**src/rtl/l1_read_arbiter_if.sv**
```systemverilog
// Bus bundle for the L1 read arbiter: the icache/dcache refill request and
// return ports plus the shared AXI4 read-address and read-data channels.
// The master modport is the arbiter's view: it drives AR, R-ready and
// the per-cache returns. The slave modport is the view of the environment
// (the caches plus the AXI slave).
interface l1_read_arbiter_if #(
    parameter int ADDR_WIDTH = 32,
    parameter int DATA_WIDTH = 32,
    parameter int LEN_WIDTH  = 8
);
    // icache refill path
    logic                  icache_rd_req;
    logic [ADDR_WIDTH-1:0] icache_rd_addr;
    logic [LEN_WIDTH-1:0]  icache_rd_len;
    logic                  icache_rd_ack;
    logic                  icache_rvalid;
    logic                  icache_rlast;

    // dcache refill path
    logic                  dcache_rd_req;
    logic [ADDR_WIDTH-1:0] dcache_rd_addr;
    logic [LEN_WIDTH-1:0]  dcache_rd_len;
    logic                  dcache_rd_ack;
    logic                  dcache_rvalid;
    logic                  dcache_rlast;

    // shared return data
    logic [DATA_WIDTH-1:0] ret_rdata;

    // AXI4 AR channel
    logic                  arvalid;
    logic [ADDR_WIDTH-1:0] araddr;
    logic [LEN_WIDTH-1:0]  arlen;
    logic [2:0]            arsize;
    logic [1:0]            arburst;
    logic                  arready;

    // AXI4 R channel
    logic                  rvalid;
    logic [DATA_WIDTH-1:0] rdata;
    logic                  rlast;
    logic                  rready;

    // sticky length-mismatch flag
    logic                  len_err;

    modport master (
        input  icache_rd_req, icache_rd_addr, icache_rd_len,
        output icache_rd_ack, icache_rvalid, icache_rlast,
        input  dcache_rd_req, dcache_rd_addr, dcache_rd_len,
        output dcache_rd_ack, dcache_rvalid, dcache_rlast,
        output ret_rdata,
        output arvalid, araddr, arlen, arsize, arburst,
        input  arready,
        input  rvalid, rdata, rlast,
        output rready,
        output len_err
    );

    modport slave (
        output icache_rd_req, icache_rd_addr, icache_rd_len,
        input  icache_rd_ack, icache_rvalid, icache_rlast,
        output dcache_rd_req, dcache_rd_addr, dcache_rd_len,
        input  dcache_rd_ack, dcache_rvalid, dcache_rlast,
        input  ret_rdata,
        input  arvalid, araddr, arlen, arsize, arburst,
        output arready,
        output rvalid, rdata, rlast,
        input  rready,
        input  len_err
    );
endinterface

```
**src/rtl/l1_read_arbiter.sv**
```systemverilog
// Round-robin arbiter sharing one AXI4 read channel between the icache and
// dcache refill paths. One burst in flight at a time: a request is granted
// in IDLE, its AR is held in ADDR until arready, then R beats are steered
// to the owner with zero latency in DATA. Beat count is checked against
// arlen and any mismatch raises a sticky len_err.
module l1_read_arbiter #(
    parameter int ADDR_WIDTH = 32,
    parameter int DATA_WIDTH = 32,
    parameter int LEN_WIDTH  = 8
) (
    input  logic                  clk,
    input  logic                  rst,
    l1_read_arbiter_if.master     bus
);

    localparam int CNT_WIDTH = LEN_WIDTH + 1;

    typedef enum logic [1:0] {
        ST_IDLE = 2'd0,
        ST_ADDR = 2'd1,
        ST_DATA = 2'd2
    } state_t;

    localparam logic OWNER_I = 1'b0;
    localparam logic OWNER_D = 1'b1;

    // registered state
    state_t                 state_r;
    logic                   owner_r;
    logic                   last_grant_r;
    logic                   arvalid_r;
    logic [ADDR_WIDTH-1:0]  araddr_r;
    logic [LEN_WIDTH-1:0]   arlen_r;
    logic                   icache_ack_r;
    logic                   dcache_ack_r;
    logic [CNT_WIDTH-1:0]   beat_cnt_r;
    logic                   len_err_r;

    // next-state values
    state_t                 state_s;
    logic                   grant_s;
    logic                   owner_s;
    logic                   last_grant_s;
    logic                   arvalid_s;
    logic [ADDR_WIDTH-1:0]  araddr_s;
    logic [LEN_WIDTH-1:0]   arlen_s;
    logic                   icache_ack_s;
    logic                   dcache_ack_s;
    logic [CNT_WIDTH-1:0]   beat_cnt_s;
    logic                   len_err_s;
    logic                   cnt_at_len_s;

    // combinational return path
    logic                   rready_s;
    logic                   icache_rvalid_s;
    logic                   icache_rlast_s;
    logic                   dcache_rvalid_s;
    logic                   dcache_rlast_s;
    logic [DATA_WIDTH-1:0]  ret_rdata_s;

    // Next-state logic: arbitration, AR handshake and beat accounting
    always_comb begin
        state_s      = state_r;
        grant_s      = owner_r;
        owner_s      = owner_r;
        last_grant_s = last_grant_r;
        arvalid_s    = arvalid_r;
        araddr_s     = araddr_r;
        arlen_s      = arlen_r;
        icache_ack_s = 1'b0;
        dcache_ack_s = 1'b0;
        beat_cnt_s   = beat_cnt_r;
        len_err_s    = len_err_r;
        cnt_at_len_s = (beat_cnt_r == {1'b0, arlen_r});

        case (state_r)
            ST_IDLE: begin
                // Tie goes to whoever was not served last; a lone requester wins outright.
                if (bus.icache_rd_req && bus.dcache_rd_req) begin
                    grant_s = (last_grant_r == OWNER_D) ? OWNER_I : OWNER_D;
                end else if (bus.icache_rd_req) begin
                    grant_s = OWNER_I;
                end else begin
                    grant_s = OWNER_D;
                end

                if (bus.icache_rd_req || bus.dcache_rd_req) begin
                    owner_s      = grant_s;
                    last_grant_s = grant_s;
                    arvalid_s    = 1'b1;
                    state_s      = ST_ADDR;
                    if (grant_s == OWNER_I) begin
                        araddr_s = bus.icache_rd_addr;
                        arlen_s  = bus.icache_rd_len;
                    end else begin
                        araddr_s = bus.dcache_rd_addr;
                        arlen_s  = bus.dcache_rd_len;
                    end
                end else begin
                    state_s = ST_IDLE;
                end
            end

            ST_ADDR: begin
                // araddr/arlen stay frozen while arvalid waits for arready.
                if (bus.arready) begin
                    arvalid_s  = 1'b0;
                    beat_cnt_s = '0;
                    state_s    = ST_DATA;
                    if (owner_r == OWNER_I) begin
                        icache_ack_s = 1'b1;
                    end else begin
                        dcache_ack_s = 1'b1;
                    end
                end else begin
                    state_s = ST_ADDR;
                end
            end

            ST_DATA: begin
                // rready is constant high here, so rvalid alone means a beat is taken.
                if (bus.rvalid) begin
                    beat_cnt_s = beat_cnt_r + CNT_WIDTH'(1);
                    if (bus.rlast) begin
                        if (!cnt_at_len_s) begin
                            len_err_s = 1'b1;
                        end else begin
                            len_err_s = len_err_r;
                        end
                        state_s = ST_IDLE;
                    end else if (cnt_at_len_s) begin
                        // Expected final beat arrived without rlast: flag it, keep draining.
                        len_err_s = 1'b1;
                    end else begin
                        len_err_s = len_err_r;
                    end
                end else begin
                    state_s = ST_DATA;
                end
            end

            default: begin
                state_s   = ST_IDLE;
                arvalid_s = 1'b0;
            end
        endcase
    end

    // State register with synchronous reset; icache wins the first tie
    always_ff @(posedge clk) begin
        if (rst) begin
            state_r      <= ST_IDLE;
            owner_r      <= OWNER_I;
            last_grant_r <= OWNER_D;
            arvalid_r    <= 1'b0;
            araddr_r     <= '0;
            arlen_r      <= '0;
            icache_ack_r <= 1'b0;
            dcache_ack_r <= 1'b0;
            beat_cnt_r   <= '0;
            len_err_r    <= 1'b0;
        end else begin
            state_r      <= state_s;
            owner_r      <= owner_s;
            last_grant_r <= last_grant_s;
            arvalid_r    <= arvalid_s;
            araddr_r     <= araddr_s;
            arlen_r      <= arlen_s;
            icache_ack_r <= icache_ack_s;
            dcache_ack_r <= dcache_ack_s;
            beat_cnt_r   <= beat_cnt_s;
            len_err_r    <= len_err_s;
        end
    end

    // Zero-latency R steering: only the owner sees beats, and only in DATA
    always_comb begin
        rready_s        = 1'b0;
        icache_rvalid_s = 1'b0;
        icache_rlast_s  = 1'b0;
        dcache_rvalid_s = 1'b0;
        dcache_rlast_s  = 1'b0;
        ret_rdata_s     = '0;
        if (state_r == ST_DATA) begin
            rready_s    = 1'b1;
            ret_rdata_s = bus.rdata;
            if (owner_r == OWNER_I) begin
                icache_rvalid_s = bus.rvalid;
                icache_rlast_s  = bus.rvalid && bus.rlast;
            end else begin
                dcache_rvalid_s = bus.rvalid;
                dcache_rlast_s  = bus.rvalid && bus.rlast;
            end
        end else begin
            rready_s    = 1'b0;
            ret_rdata_s = '0;
        end
    end

    assign bus.arvalid       = arvalid_r;
    assign bus.araddr        = araddr_r;
    assign bus.arlen         = arlen_r;
    assign bus.arsize        = 3'b010;
    assign bus.arburst       = 2'b01;
    assign bus.icache_rd_ack = icache_ack_r;
    assign bus.dcache_rd_ack = dcache_ack_r;
    assign bus.len_err       = len_err_r;
    assign bus.rready        = rready_s;
    assign bus.icache_rvalid = icache_rvalid_s;
    assign bus.icache_rlast  = icache_rlast_s;
    assign bus.dcache_rvalid = dcache_rvalid_s;
    assign bus.dcache_rlast  = dcache_rlast_s;
    assign bus.ret_rdata     = ret_rdata_s;

endmodule

```
**src/flat_wrapper.sv**
```systemverilog
// flat-port wrapper written by rule: the top's interface ports become plain ports
module l1_read_arbiter_flat 
#(
    parameter int ADDR_WIDTH = 32,
    parameter int DATA_WIDTH = 32,
    parameter int LEN_WIDTH  = 8
)
  (clk, rst, bus_icache_rd_req, bus_icache_rd_addr, bus_icache_rd_len, bus_icache_rd_ack, bus_icache_rvalid, bus_icache_rlast, bus_dcache_rd_req, bus_dcache_rd_addr, bus_dcache_rd_len, bus_dcache_rd_ack, bus_dcache_rvalid, bus_dcache_rlast, bus_ret_rdata, bus_arvalid, bus_araddr, bus_arlen, bus_arsize, bus_arburst, bus_arready, bus_rvalid, bus_rdata, bus_rlast, bus_rready, bus_len_err);
  l1_read_arbiter_if #(.ADDR_WIDTH(ADDR_WIDTH), .DATA_WIDTH(DATA_WIDTH), .LEN_WIDTH(LEN_WIDTH)) bus_i ();
  input  logic clk;
  input  logic rst;
  input wire logic [$bits(bus_i.icache_rd_req)-1:0] bus_icache_rd_req;
  input wire logic [$bits(bus_i.icache_rd_addr)-1:0] bus_icache_rd_addr;
  input wire logic [$bits(bus_i.icache_rd_len)-1:0] bus_icache_rd_len;
  output wire logic [$bits(bus_i.icache_rd_ack)-1:0] bus_icache_rd_ack;
  output wire logic [$bits(bus_i.icache_rvalid)-1:0] bus_icache_rvalid;
  output wire logic [$bits(bus_i.icache_rlast)-1:0] bus_icache_rlast;
  input wire logic [$bits(bus_i.dcache_rd_req)-1:0] bus_dcache_rd_req;
  input wire logic [$bits(bus_i.dcache_rd_addr)-1:0] bus_dcache_rd_addr;
  input wire logic [$bits(bus_i.dcache_rd_len)-1:0] bus_dcache_rd_len;
  output wire logic [$bits(bus_i.dcache_rd_ack)-1:0] bus_dcache_rd_ack;
  output wire logic [$bits(bus_i.dcache_rvalid)-1:0] bus_dcache_rvalid;
  output wire logic [$bits(bus_i.dcache_rlast)-1:0] bus_dcache_rlast;
  output wire logic [$bits(bus_i.ret_rdata)-1:0] bus_ret_rdata;
  output wire logic [$bits(bus_i.arvalid)-1:0] bus_arvalid;
  output wire logic [$bits(bus_i.araddr)-1:0] bus_araddr;
  output wire logic [$bits(bus_i.arlen)-1:0] bus_arlen;
  output wire logic [$bits(bus_i.arsize)-1:0] bus_arsize;
  output wire logic [$bits(bus_i.arburst)-1:0] bus_arburst;
  input wire logic [$bits(bus_i.arready)-1:0] bus_arready;
  input wire logic [$bits(bus_i.rvalid)-1:0] bus_rvalid;
  input wire logic [$bits(bus_i.rdata)-1:0] bus_rdata;
  input wire logic [$bits(bus_i.rlast)-1:0] bus_rlast;
  output wire logic [$bits(bus_i.rready)-1:0] bus_rready;
  output wire logic [$bits(bus_i.len_err)-1:0] bus_len_err;
  assign bus_i.icache_rd_req = bus_icache_rd_req;
  assign bus_i.icache_rd_addr = bus_icache_rd_addr;
  assign bus_i.icache_rd_len = bus_icache_rd_len;
  assign bus_icache_rd_ack = bus_i.icache_rd_ack;
  assign bus_icache_rvalid = bus_i.icache_rvalid;
  assign bus_icache_rlast = bus_i.icache_rlast;
  assign bus_i.dcache_rd_req = bus_dcache_rd_req;
  assign bus_i.dcache_rd_addr = bus_dcache_rd_addr;
  assign bus_i.dcache_rd_len = bus_dcache_rd_len;
  assign bus_dcache_rd_ack = bus_i.dcache_rd_ack;
  assign bus_dcache_rvalid = bus_i.dcache_rvalid;
  assign bus_dcache_rlast = bus_i.dcache_rlast;
  assign bus_ret_rdata = bus_i.ret_rdata;
  assign bus_arvalid = bus_i.arvalid;
  assign bus_araddr = bus_i.araddr;
  assign bus_arlen = bus_i.arlen;
  assign bus_arsize = bus_i.arsize;
  assign bus_arburst = bus_i.arburst;
  assign bus_i.arready = bus_arready;
  assign bus_i.rvalid = bus_rvalid;
  assign bus_i.rdata = bus_rdata;
  assign bus_i.rlast = bus_rlast;
  assign bus_rready = bus_i.rready;
  assign bus_len_err = bus_i.len_err;
  l1_read_arbiter #(.ADDR_WIDTH(ADDR_WIDTH), .DATA_WIDTH(DATA_WIDTH), .LEN_WIDTH(LEN_WIDTH)) u_core (.clk(clk), .rst(rst), .bus(bus_i));
endmodule
```
**config.mk**
```make
export PLATFORM = sky130hd
export DESIGN_NAME = l1_read_arbiter_flat
export DESIGN_NICKNAME = d
export VERILOG_FILES = /design/src/rtl/l1_read_arbiter_if.sv /design/src/rtl/l1_read_arbiter.sv /design/src/flat_wrapper.sv
export SDC_FILE = /design/constraint.sdc
export NUM_CORES = 1
export LEC_CHECK = 0
export ABC_AREA = 1
export CAP_MARGIN = 25
export CORE_MARGIN = 5
export CORE_UTILIZATION = 39
export CTS_CLUSTER_SIZE = 8
export DETAILED_ROUTE_END_ITERATION = 16
export GPL_TIMING_DRIVEN = 0
export PLACE_DENSITY = 0.95
export SYNTH_ARGS = -nofsm -noshare
export SYNTH_HDL_FRONTEND = slang
export SYNTH_SLANG_ARGS = --single-unit
```
**constraint.sdc**
```tcl
create_clock -name clk -period 3.1 [get_ports clk]
set_clock_uncertainty 0.2 [all_clocks]
set_input_delay 0.465 -clock clk [delete_from_list [all_inputs] [get_ports clk]]
set_output_delay 0.465 -clock clk [all_outputs]
set_load 0.01 [all_outputs]
```
==> summary.txt <==
Pwr
  – Clock power frac: 0.281
  – P_int: 1519 uW
  – Power per cell area: 401.0 nW/um2
  – Register share of total power: 0.395
  – Switching Fraction: 0.3048
  – Comb pwr share: 0.324
  – Peak VDD IR: 0.0002430 V
  – Net switching power: 666.1 uW
  – Lkg Pwr: 0.002606 uW

Synth
  – Most frequent cell after synthesis: nand2_1
  – Post-Syn Area: 3141 um2
  – Post-synthesis register bit count: 57
  – Synth area leader: dfxtp_1
  – Synth top area share: 0.3633
  – Async SR Flop Fraction: 0
  – Main synth FF type: dfxtp_1
  – Top cells by count, synth: 117 x nand2_1, 100 x inv_1, 57 x dfxtp_1
  – Unique cell type count in the Yosys netlist: 30
  – Warnings from Yosys: 0
  – Sequential share of the synthesized area: 0.3633
  – Cells after Synth: 486
  – Top cells by area, synth: dfxtp_1 36%, nand2_1 14%, inv_1 12%, o211ai_1 9.6%, nand3_1 7.3%
  – Avg Synthesized Cell Area: 6.462 um2
  – EDFF count, synth: 0

Placed design
  – Placer Congestion: 0.8606
  – Placed cell areas: 5271 um2
  – Dpl hpwl: 9344 um
  – Port buffer count: 199

Setup path
  – Setup crit end kind: primary output
  – Flop2flop setup slack: 1.24 ns
  – Critical path class: register to primary output
  – Crit-path max cell delay: 0.57 ns
  – Reg2reg start: u_core.last_grant_r
  – Worst R2R End: u_core.bus.arlen[4]
  – CP delay by family, top: buffers and inverters
  – Critical path arrival: 2.29 ns
  – Crit-path slowest cell: clkdlybuf4s50_1
  – Worst reg-to-reg path cell count: 7
  – CP Depth: 6
  – Buf+Inv Stages, Crit Path: 4
  – Critical-path maximum fanout: 10
  – Cell Chain, Critical Path: inv_2, nor2_4, clkinvlp_4, clkbuf_1, nor2_1, clkdlybuf4s50_1
  – Crit path launch type: register
  – CP startpoint: u_core.state_r[1]
  – WP data required: 2.43 ns

Route
  – Antenna Nets Post-Route: 0
  – DR WL/cell: 14.22 um
  – Initial DRC Count: 160
  – Via count: 3808
  – Drc violations: 0
  – Sum of routed wire length over all layers: 11460 um
  – Vias per cell: 4.725
  – Drt pass-1 iters: 5

Timing
  – Worst-margin pin slew: 0.5505 ns
  – Sum Neg Setup Slack: 0 ns
  – Setup violations, final: 0
  – Max Fclk: 0.3387 GHz
  – Hold Fails Final Rpt: 0
  – Shortest period the worst path allows: 2.952 ns
  – Fin crit share: 0.9523
  – RSZ-0062 raised after global routing: no
  – Slew headroom: 0.6305
  – Hold slack: 0.2561 ns
  – Slew Viols, Final: 0

Finish
  – Multi-input combinational cell area: 1479 um2
  – Fin area: 5449 um2
  – Reg area: 1141 um2
  – Layout area overhead: 73.51%
  – # fillers: 594
  – NumNets Final: 819
  – N_diodes: 0
  – Share of cells above drive strength 1: 0.06392

Run
  – Max Cap Viol: 0

Hold path
  – Worst Min Path Start: u_core.bus.len_err
  – Worst Hold Depth: 2
  – HP Class: register to register
  – Hold EP: u_core.bus.len_err

Floorplan
  – DIE WIDTH: 99.74 um
  – Num ports: 205
  – Die Ht: 99.74 um
  – Die area: 9947 um2
  – Core area: 7767 um2
  – Initial Util: 0.4043
  – Site Rows: 32

GRT
  – Total gr overflow: 0
  – Initial antenna violation count: 0
  – Met1 Use GR: 0.2435
  – Largest net degree at the start of global routing: 11
  – First-pass GRT wire length: 18000 um
  – GRT Util Overall: 0.2255
  – Met3 Use GR: 0.06031
  – Vias in the first global route: 3834
  – GRT met2 Usage: 0.4130
  – GR peak layer: met2

Clocking
  – Post-CTS setup buffers: 0
  – CTS Buffer Depth: 2
  – # clock sinks: 57
  – Reg clk slew, reported paths: 0.06 ns
  – CTS tree: built
  – H-tree lvl count: 3
  – Skew-Pair Late Insertion Delay: 0.33 ns
  – # hold bufs at CTS: 0
  – Post_cts resized: 0
  – CTS root buf: clkbuf_8
  – CTS Buf Count: 9

Run status
  – Status: finished clean
[placed cells by master, fill, tap and decap left out, types with 11 or more instances in the layout]
master / netlist / final
a21oi_1: 13 / 13
nand2_1: 117 / 117
o211ai_1: 40 / 40
clkbuf_1: 16 / 18
clkdlybuf4s50_1: 0 / 199
clkbuf_8: 0 / 11
nand3_1: 46 / 46
nor2_1: 46 / 46
dfxtp_1: 57 / 57
inv_1: 100 / 100
[worst register-to-register path: cells and delay by family (launching register included)]
| family | cells | cell delay (ns) |
|---|---|---|
| AO/OA/AOI/OAI | 2 | 0.56 |
| buffers and inverters | 3 | 0.44 |
| flip-flops | 1 | 0.32 |
| AND/OR/NAND/NOR | 2 | 0.24 |
[power by group through the flow]
| stage | Clock, uW | Sequential (uW) | Combinational, uW |
|---|---|---|---|
| finish | 615 | 862 | 708 |
| global route | 669 | 872 | 773 |
| CTS | 629 | 862 | 711 |
| detailed placement | 0 | 874 | 709 |
| global placement | 0 | 872 | 690 |
| floorplan | 0 | 900 | 284 |
[through the flow]
stage                     power, uW  cells  setup WS (ns)  utilization
after global routing           2313    806        0.02430       0.7015
after global placement         1563    790         0.4989       0.6786
final                          2185    806         0.1478       0.7015
after CTS                      2202    806         0.1375       0.7010
after detailed placement       1583    790         0.4913       0.6786
after floorplan                1184    489          1.241            -
[metal layers]
layer	vias to the layer above	share of wire	routed length (um)
li1	1922	-	-
met1	1727	0.38	4397
met2	132	0.53	6047
met3	27	0.062	714
met4	0	0.026	301
met5	-	0	0
[flip-flops by register name (all words and copies together), names as in the netlist]
register	flops
u_core.beat_cnt_r	9
u_core.bus.araddr	32
u_core.bus.arlen	8
u_core.bus.arvalid	1
u_core.bus.dcache_rd_ack	1
u_core.bus.icache_rd_ack	1
u_core.bus.len_err	1
u_core.last_grant_r	1
u_core.owner_r	1
u_core.state_r	2
[layout make-up]
| cell class | count | share of cell area |
|---|---|---|
| Buffer | 29 | 0.02526 |
| Clock inverter | 3 | 0.002755 |
| Timing Repair Buffer | 199 | 0.3656 |
| Inverter | 105 | 0.07302 |
| Sequential cell | 57 | 0.2094 |
| Multi-Input combinational cell | 298 | 0.2714 |
| Tap cell | 102 | 0.02342 |
| Clock buffer | 13 | 0.02916 |
[kinds of logic after synthesis]
logic type      Yosys count  share of synthesized area
compound gates           61                     0.1331
xor+xnor                  3                   0.008368
buf+inv                 134                     0.1693
fa+ha+maj                 1                   0.003983
other cells               2                   0.002391
flops                    57                     0.3633
simple gates            228                     0.3195
[worst max-delay path by stage]
| stage | end | slack, ns |
|---|---|---|
| finish | bus_ret_rdata[2] | 0.15 |
| global route | bus_ret_rdata[2] | 0.02 |
| CTS | bus_ret_rdata[2] | 0.14 |
| detailed placement | bus_ret_rdata[2] | 0.49 |
| global placement | u_core.bus.arlen[4] | 0.50 |
| floorplan | bus_ret_rdata[10] | 1.24 |
Power figures use the tool's default switching activity.
